[src/rtl/xor_stream_descrambler.sv]
// XOR stream descrambler: a 16-bit Fibonacci LFSR keystream is XORed onto each accepted word.
// A seed load is deferred through DRAIN while an output word is still waiting, so that word is never lost.
module xor_stream_descrambler #(
    parameter int          WIDTH        = 4,
    parameter logic [15:0] SEED_DEFAULT = 16'hACE1
) (
    input  logic             clk,
    input  logic             rst_n,
    input  logic             seed_load,
    input  logic [15:0]      seed,
    input  logic             in_valid,
    output logic             in_ready,
    input  logic [WIDTH-1:0] in_data,
    output logic             out_valid,
    input  logic             out_ready,
    output logic [WIDTH-1:0] out_data,
    output logic             busy,
    output logic [15:0]      word_count
);

    localparam logic [1:0] IDLE  = 2'd0;
    localparam logic [1:0] RUN   = 2'd1;
    localparam logic [1:0] DRAIN = 2'd2;

    logic [1:0]       state_reg;
    logic [15:0]      lfsr_reg;
    logic [15:0]      seed_latch_reg;
    logic [15:0]      word_count_reg;
    logic             out_valid_reg;
    logic [WIDTH-1:0] out_data_reg;

    logic             accept;
    logic             out_fire;
    logic [15:0]      lfsr_chain [0:WIDTH];

    // An all-zero seed would lock the LFSR, so it is replaced by the default.
    function automatic logic [15:0] fix_seed(input logic [15:0] s);
        return (s == 16'h0000) ? SEED_DEFAULT : s;
    endfunction

    // Unrolled LFSR: WIDTH single steps chained so one word advances WIDTH steps in one cycle.
    assign lfsr_chain[0] = lfsr_reg;
    generate
        for (genvar gi = 0; gi < WIDTH; gi++) begin : g_lfsr_step
            assign lfsr_chain[gi+1] = {lfsr_chain[gi][0] ^ lfsr_chain[gi][2] ^
                                       lfsr_chain[gi][3] ^ lfsr_chain[gi][5],
                                       lfsr_chain[gi][15:1]};
        end
    endgenerate

    assign in_ready   = (state_reg == RUN) && !seed_load && (!out_valid_reg || out_ready);
    assign accept     = in_valid && in_ready;
    assign out_fire   = out_valid_reg && out_ready;
    assign out_valid  = out_valid_reg;
    assign out_data   = out_data_reg;
    assign busy       = (state_reg != IDLE);
    assign word_count = word_count_reg;

    always_ff @(posedge clk or negedge rst_n) begin
        if (!rst_n) begin
            state_reg      <= IDLE;
            lfsr_reg       <= SEED_DEFAULT;
            seed_latch_reg <= 16'h0000;
            word_count_reg <= 16'h0000;
            out_valid_reg  <= 1'b0;
            out_data_reg   <= '0;
        end else begin
            if (out_fire) begin
                out_valid_reg <= 1'b0;
            end
            // accept is only possible in RUN without seed_load, so it never collides with a reload.
            if (accept) begin
                out_valid_reg  <= 1'b1;
                out_data_reg   <= in_data ^ lfsr_reg[WIDTH-1:0];
                lfsr_reg       <= lfsr_chain[WIDTH];
                word_count_reg <= word_count_reg + 16'd1;
            end
            case (state_reg)
                IDLE: begin
                    if (seed_load) begin
                        lfsr_reg       <= fix_seed(seed);
                        word_count_reg <= 16'h0000;
                        state_reg      <= RUN;
                    end
                end
                RUN: begin
                    if (seed_load) begin
                        if (!out_valid_reg) begin
                            lfsr_reg       <= fix_seed(seed);
                            word_count_reg <= 16'h0000;
                        end else begin
                            seed_latch_reg <= seed;
                            state_reg      <= DRAIN;
                        end
                    end
                end
                DRAIN: begin
                    if (seed_load) begin
                        seed_latch_reg <= seed;
                    end
                    // A seed arriving on the completing cycle is the newest one and wins.
                    if (!out_valid_reg || out_ready) begin
                        lfsr_reg       <= fix_seed(seed_load ? seed : seed_latch_reg);
                        word_count_reg <= 16'h0000;
                        state_reg      <= RUN;
                    end
                end
                default: begin
                    state_reg <= IDLE;
                end
            endcase
        end
    end

endmodule

[config.mk]
export PLATFORM = sky130hd
export DESIGN_NAME = xor_stream_descrambler
export DESIGN_NICKNAME = d
export VERILOG_FILES = /design/src/rtl/xor_stream_descrambler.sv
export SDC_FILE = /design/constraint.sdc
export NUM_CORES = 1
export LEC_CHECK = 0
export CORE_MARGIN = 8
export CORE_UTILIZATION = 53
export CTS_CLUSTER_DIAMETER = 120
export CTS_CLUSTER_SIZE = 8
export DETAILED_ROUTE_END_ITERATION = 10
export GPL_ROUTABILITY_DRIVEN = 1
export PLACE_DENSITY = 0.79
export SLEW_MARGIN = 20
export SYNTH_ARGS = -nofsm -noshare
export SYNTH_HDL_FRONTEND = slang
export SYNTH_SLANG_ARGS = --single-unit
[constraint.sdc]
create_clock -name clk -period 2.55 [get_ports clk]
set_input_delay 0.51 -clock clk [delete_from_list [all_inputs] [get_ports clk]]
set_output_delay 0.51 -clock clk [all_outputs]
set_load 0.05 [all_outputs]
==> reports/results.ini <==
[logic_synthesis]
synth_edf_count = 0
ys_ff_latch = 55
synth_ff_type = dfrtp_1
synth.avg_cell_area_um2 = 10.7
synth_cell_type_count = 49
synth_top_family_by_area = simple AND/OR/NAND/NOR gates
yosys_warnings = 0
netlist_area_um2 = 2960
synth-xor-area-share_pct = 8.29
synth_area_leader_cell = dfrtp_1
synth_top_cells_by_area = dfrtp_1 (40%), mux2_2 (9.1%), dfstp_2 (7.1%)
synthAdderAreaFrac_pct = 0.423
synthSimpleGateAreaFrac_pct = 18.6
syn-num-nets = 302
synthMuxAreaShare_pct = 11.5
synth_compound_area_share_pct = 11.6
netlist_instances = 276
ys_seq_area_share_pct = 46.9
synth_top_area_share_pct = 39.8
ys_async_sr_fraction_pct = 100

[floorplan]
core_area_um2 = 5440
die_w_um = 90.7
ios = 48
row_count = 27
dieArea_um2 = 8230
initial_core_util_pct = 54.4
die_h_um = 90.7

[clock_network]
insertion_delay_ns = 0.31
cts_buffers = 5
cts_tree = done
clk_pin_slew_worst_paths_ns = 0.10
hold_buffers = 0
ctsResizeCount = 0
clk_path_buf_depth = 2
clock-sinks = 55
cts_setup_buffers = 0
cts_root_buf = clkbuf_8
cts_htree_levels = 2

[final_layout]
nFillCells = 426
antenna-diode-count = 0
regArea_um2 = 1390
layout.nets = 356
multi_input_area_um2 = 1510
drive_gt1_share_pct = 21.5
area_growth_pct = 25.0

[worst_setup_path]
crit_type = flop to output port
worstReg2RegStart = state_reg[1]
worstSetupStartpoint = state_reg[1]
path_max_fanout = 14
crit_path_end_kind = output port
cp.arrival_ns = 1.91
critPathRequiredTime_ns = 2.04
setup.worst_path.start_class = flop

[drt]
vias = 2373
drtAntennaViolNets = 0
drt-total-wl_um = 6710
wire_per_inst_um = 16.6
drc = 0
drtIter0Drc = 116
via_per_inst = 5.89
firstDrtPassIters = 6

[sta]
setup_viol = 0
rsz0062_at_grt = false
worst_slack_ns = 0.130
hold_viol = 0
fin_skew_ns = 0.00846
fin_crit_sh_pct = 94.9
slew_violations = 0
min_period_ns = 2.42
slew_headroom_pct = 41.5
setup_tns_ns = 0
whs_ns = 0.297
timing.fmax_ghz = 0.413
worstMarginPinSlew_ns = 0.870

[run_status]
status = finished, final reports clean

[global_routing]
grt_antenna_before_repair = 0
grt_usage_pct = 16.8
grt_max_degree = 56
grt_overflow = 0
grt_pass1_wl_um = 11500
grt_pass1_vias = 2399

[pwr]
powerDensity_nw_per_um2 = 1020
p_leak_uw = 0.00150
power_uw = 3770
ir_drop_uv = 567

[place]
dpl_worst_slack_ns = 0.0386
gp_congestion = 0.906
port_buffers = 47
dp_hpwl_um = 5100

[min_path]
min_path_type = primary input to asynchronous set/reset pin

[job]
drv_cap = 0

[layout make-up]
cell class	count	area share, %
Multi-Input combinational cell	206	40.8
Sequential cell	55	37.5
Timing Repair Buffer	61	16.0
Tap cell	72	2.44
Clock buffer	5	1.86
Clock inverter	3	1.29
Inverter	1	0.102
[metrics by stage]
step                      util (%)  cells  area, um2
final                         68.0    403       3700
after global routing          68.0    403       3700
after CTS                     68.0    403       3700
after detailed placement      65.8    395       3580
after global placement        65.8    395       3580
after floorplan                  -    276       2960
[cells in the mapped netlist, types with 2 or more instances]
library cell / number
o211ai_1: 3
xor2_1: 12
a211oi_1: 4
dfrtp_1: 47
xnor2_1: 16
a31oi_1: 2
or3_1: 3
a221o_1: 6
nand4_1: 5
a222oi_1: 6
nor4_1: 7
and3_1: 3
a22oi_1: 2
o21ai_0: 2
and2_2: 2
buf_2: 10
a21oi_1: 12
a311o_1: 2
mux2i_1: 7
dfstp_2: 8
nand3_1: 6
nand2_1: 23
a22o_1: 2
nor2_1: 29
nor4b_1: 2
nor3_1: 9
mux2_2: 24
[cell usage in the layout (no fill, tap or decap), types with 3 or more instances in the layout]
master and instances:
nand3_1 6, nand4_1 5, a222oi_1 6, dfstp_2 8, dfrtp_1 47, or3_1 3, nor2_1 29, mux2i_1 7
a211oi_1 4, nand2_1 23, o211ai_1 3, nor4_1 7, clkbuf_8 5, mux2_2 24, clkdlybuf4s50_1 45, buf_4 13
a221o_1 6, xnor2_1 16, a21oi_1 12, nor3_1 7, and3_1 3, xor2_1 12
[layer usage]
layer,global-route usage [%],vias up,wire length [um]
li1,-,1125,-
met1,21.3,1146,2960
met2,26.9,91,3220
met3,3.82,11,387
met4,6.93,0,136
met5,0,-,0
[kinds of logic after synthesis]
family | Yosys count
simple gates | 101
buf+inv | 15
fa+ha+maj | 1
compound gates | 45
flops | 55
mux | 31
xor+xnor | 28
[report_power, final]
part           internal, uW  switching (uW)  total [uW]
Sequential             1230             329        1560
Clock                   298             295         593
Combinational           798             823        1620
[worst paths after layout]
path	to	slack (ns)	depth (start not counted)
max in group asynchronous	state_reg[1]	1.79	2
setup reg to reg	lfsr_reg[10]	0.41	6
hold / removal	word_count[7]	0.30	2
setup / recovery	busy	0.13	2
min in group clk	out_data[0]	0.53	2
hold reg to reg	out_data[0]	0.53	2
[worst max-delay path, cell delays in order, from the launching register on]
cell,delay (ns)
dfrtp_1,0.55
or2_2,0.36
clkdlybuf4s50_1,0.70
Power figures use the tool's default switching activity.
==> RTL edit (config.mk and constraints unchanged) <==
Set the parameter `WIDTH` to 3 (it was 4).
--- a/src/rtl/xor_stream_descrambler.sv
+++ b/src/rtl/xor_stream_descrambler.sv
@@ -2,5 +2,5 @@
 // A seed load is deferred through DRAIN while an output word is still waiting, so that word is never lost.
 module xor_stream_descrambler #(
-    parameter int          WIDTH        = 4,
+    parameter int          WIDTH        = 3,
     parameter logic [15:0] SEED_DEFAULT = 16'hACE1
 ) (
Ports: changed (resized in_data and out_data); port bits go from 48 to 46. The function was not compared with the original's and may differ.
==> RTL edit against the unedited design <==
Non-clock buffer count rose by 6. Worst setup slack got worse by 6.4 ps. First-iteration DRC count rose by 130%. Clock power fell by 3.9%. Highest routed layer unchanged. Total power fell by 3.5%. Routed wire length rose by 37%. Synthesized area rose by 10%. Global-route usage rose by 4.2 points. Hold slack got worse by 130 ps. Design area rose by 7.6%. Final cell count rose by 15%. Sequential cell count fell by 1.
==> RTL edit: results (changes against the unedited design) <==
| Metric | Value |
|---|---|
| DR WL/cell | `19.8 µm (+19%)` |
| Mean Syn Cell Area | `9.59 µm² (-11%)` |
| Placed insts | `455 (+15%)` |
| Dpl hpwl | `6750 µm (+32%)` |
| CTS Buffer Depth | `2 (unchanged)` |
| Leakage | `1.52 nW (+1.1%)` |
| CTS buffer count | `5 (unchanged)` |
| Largest net degree at the start of global routing | `36 (-36%)` |
| Post-synthesis mux area share | `0.0914 (-0.0237)` |
| Reg2Reg Depth | `5 (-1)` |
| Fraction of layout cells with a size suffix above 1 | `0.155 (-0.0599)` |
| Placed cell areas | `3870 µm² (+8.2%)` |
| FILL cells | `499 (+17%)` |
| Routed wire length | `9180 µm (+37%)` |
| CP startpoint | `out_ready` |
| GRT Total Usage | `0.210 (+0.0420)` |
| Synth cell types | `44 (-10%)` |
| VDD IR max | `0.574 mV (+1.3%)` |
| CP Data Arrival Time | `1920 ps` |
| Detailed Routing Iterations Pass 1 | `7 (+1)` |
| Status | `finished clean` |
| Antenna diodes | `0 (unchanged)` |
| Number of global-route vias before repair | `2965 (+24%)` |
| Clk Latency, worst-skew pair | `310 ps (about the same)` |
| Post-synthesis xor/xnor area fraction | `0.0349 (-0.0480)` |
| GPL Wtd Cong | `0.976 (+7.7%)` |
| Hold/Removal Path Class | `primary input to asynchronous set/reset pin` |
| Met1 usage | `0.260 (+0.0466)` |
| First-pass GRT wire length | `15100 µm (+31%)` |
| Met2 usage | `0.346 (+0.0773)` |
| PortBufs | `45 (-4.3%)` |
| Routed vias | `3092 (+30%)` |
| Compound-Gate Fraction of Synth Area | `0.235 (+0.119)` |
| Synth warnings | `0 (unchanged)` |
| Adder-cell share of the synthesized area | `0.00384 (-0.000391)` |
| Setup bufs post-CTS | `0 (unchanged)` |
| Place WS | `-89.5 ps (-128 ps)` |
| Net Count, Synth | `365 (+21%)` |
| Slew headroom | `0.367 (-0.0487)` |
| Clk root buf | `clkbuf_8` |
| Cts repair resizes | `0 (unchanged)` |
| Async S/R FF share, synth | `1.00 (unchanged)` |
| Post-synth top cells | `dfrtp_1 (46), o21ai_0 (29), clkbuf_1 (21), nand2_1 (21), a21oi_1 (15)` |
| Reg-to-Reg Start | `state_reg[0]$_DFFE_PN0P_` |
| Final Net Count | `412 (+16%)` |
| Worst Clk Skew | `4.34 ps (-4.12 ps)` |
| Synth top area cells | `dfrtp_1 (35%), dfstp_2 (6.4%), mux2_2 (4.8%)` |
| Post-synthesis sequential area ratio | `0.418 (-0.0510)` |
| Main combinational cell family by area after synthesis | `compound AO/OA/AOI/OAI gates` |
| M3 GR Usage | `0.0421 (+0.00383)` |
| Initial antenna violation count | `0 (unchanged)` |
| Initial DRC Count | `268 (+130%)` |
| H-tree depth | `2 (unchanged)` |
| Max FO, Critical Path | `6 (-8)` |
-- RTL edit: cell types whose count changed after synthesis, sizes merged, moves of 8 or more --
cell,delta
o21a,+10
nor2,-20
nand2b,+12
xor2,-8
o211ai,+10
clkbuf,+20
mux2,-10
o22ai,+12
nand4,+8
o311ai,+10
o21ai,+27
-- RTL edit: layout make-up --
type	count	area [µm²]	area share
Clock buffer	7	76.3	0.0192
Clock inverter	1	30.0	0.00754
Inverter	2	7.51	0.00189
Multi-Input combinational cell	257	1790	0.450
Sequential cell	54	1360	0.342
Tap cell	75	93.8	0.0236
Timing Repair Buffer	67	618	0.155
-- RTL edit: critical path, stage by stage --
cell	delay (ps)
clkdlybuf4s50_1	540
nor2b_4	60
buf_4	140
buf_4	160
nor4b_2	330
buf_12	180
-- RTL edit: routing by layer --
layer	wire, µm	up-vias
met5	0	-
met4	276	0
met3	659	25
met2	4410	159
met1	3830	1485
li1	-	1423
-- RTL edit: final timing paths --
kind	endpoint	slack [ps]
max in group asynchronous	lfsr_reg[10]$_DFF_PN1_	1680
hold / removal	word_count[11]$_DFF_PN0_	170
min in group clk	out_data[0]$_DFFE_PN0N_	490
setup reg to reg	word_count[9]$_DFF_PN0_	310
hold reg to reg	out_data[0]$_DFFE_PN0N_	490
setup / recovery	in_ready	120
-- RTL edit: through the flow --
step,hold slack (ps),utilization
floorplan,214,-
global placement,462,0.653
detailed placement,474,0.654
CTS,185,0.672
global route,195,0.672
finish,168,0.672
-- RTL edit: power by group --
part	total, mW	switching [mW]	internal, mW
Combinational	1.62	0.884	0.732
Clock	0.570	0.275	0.294
Sequential	1.46	0.283	1.17
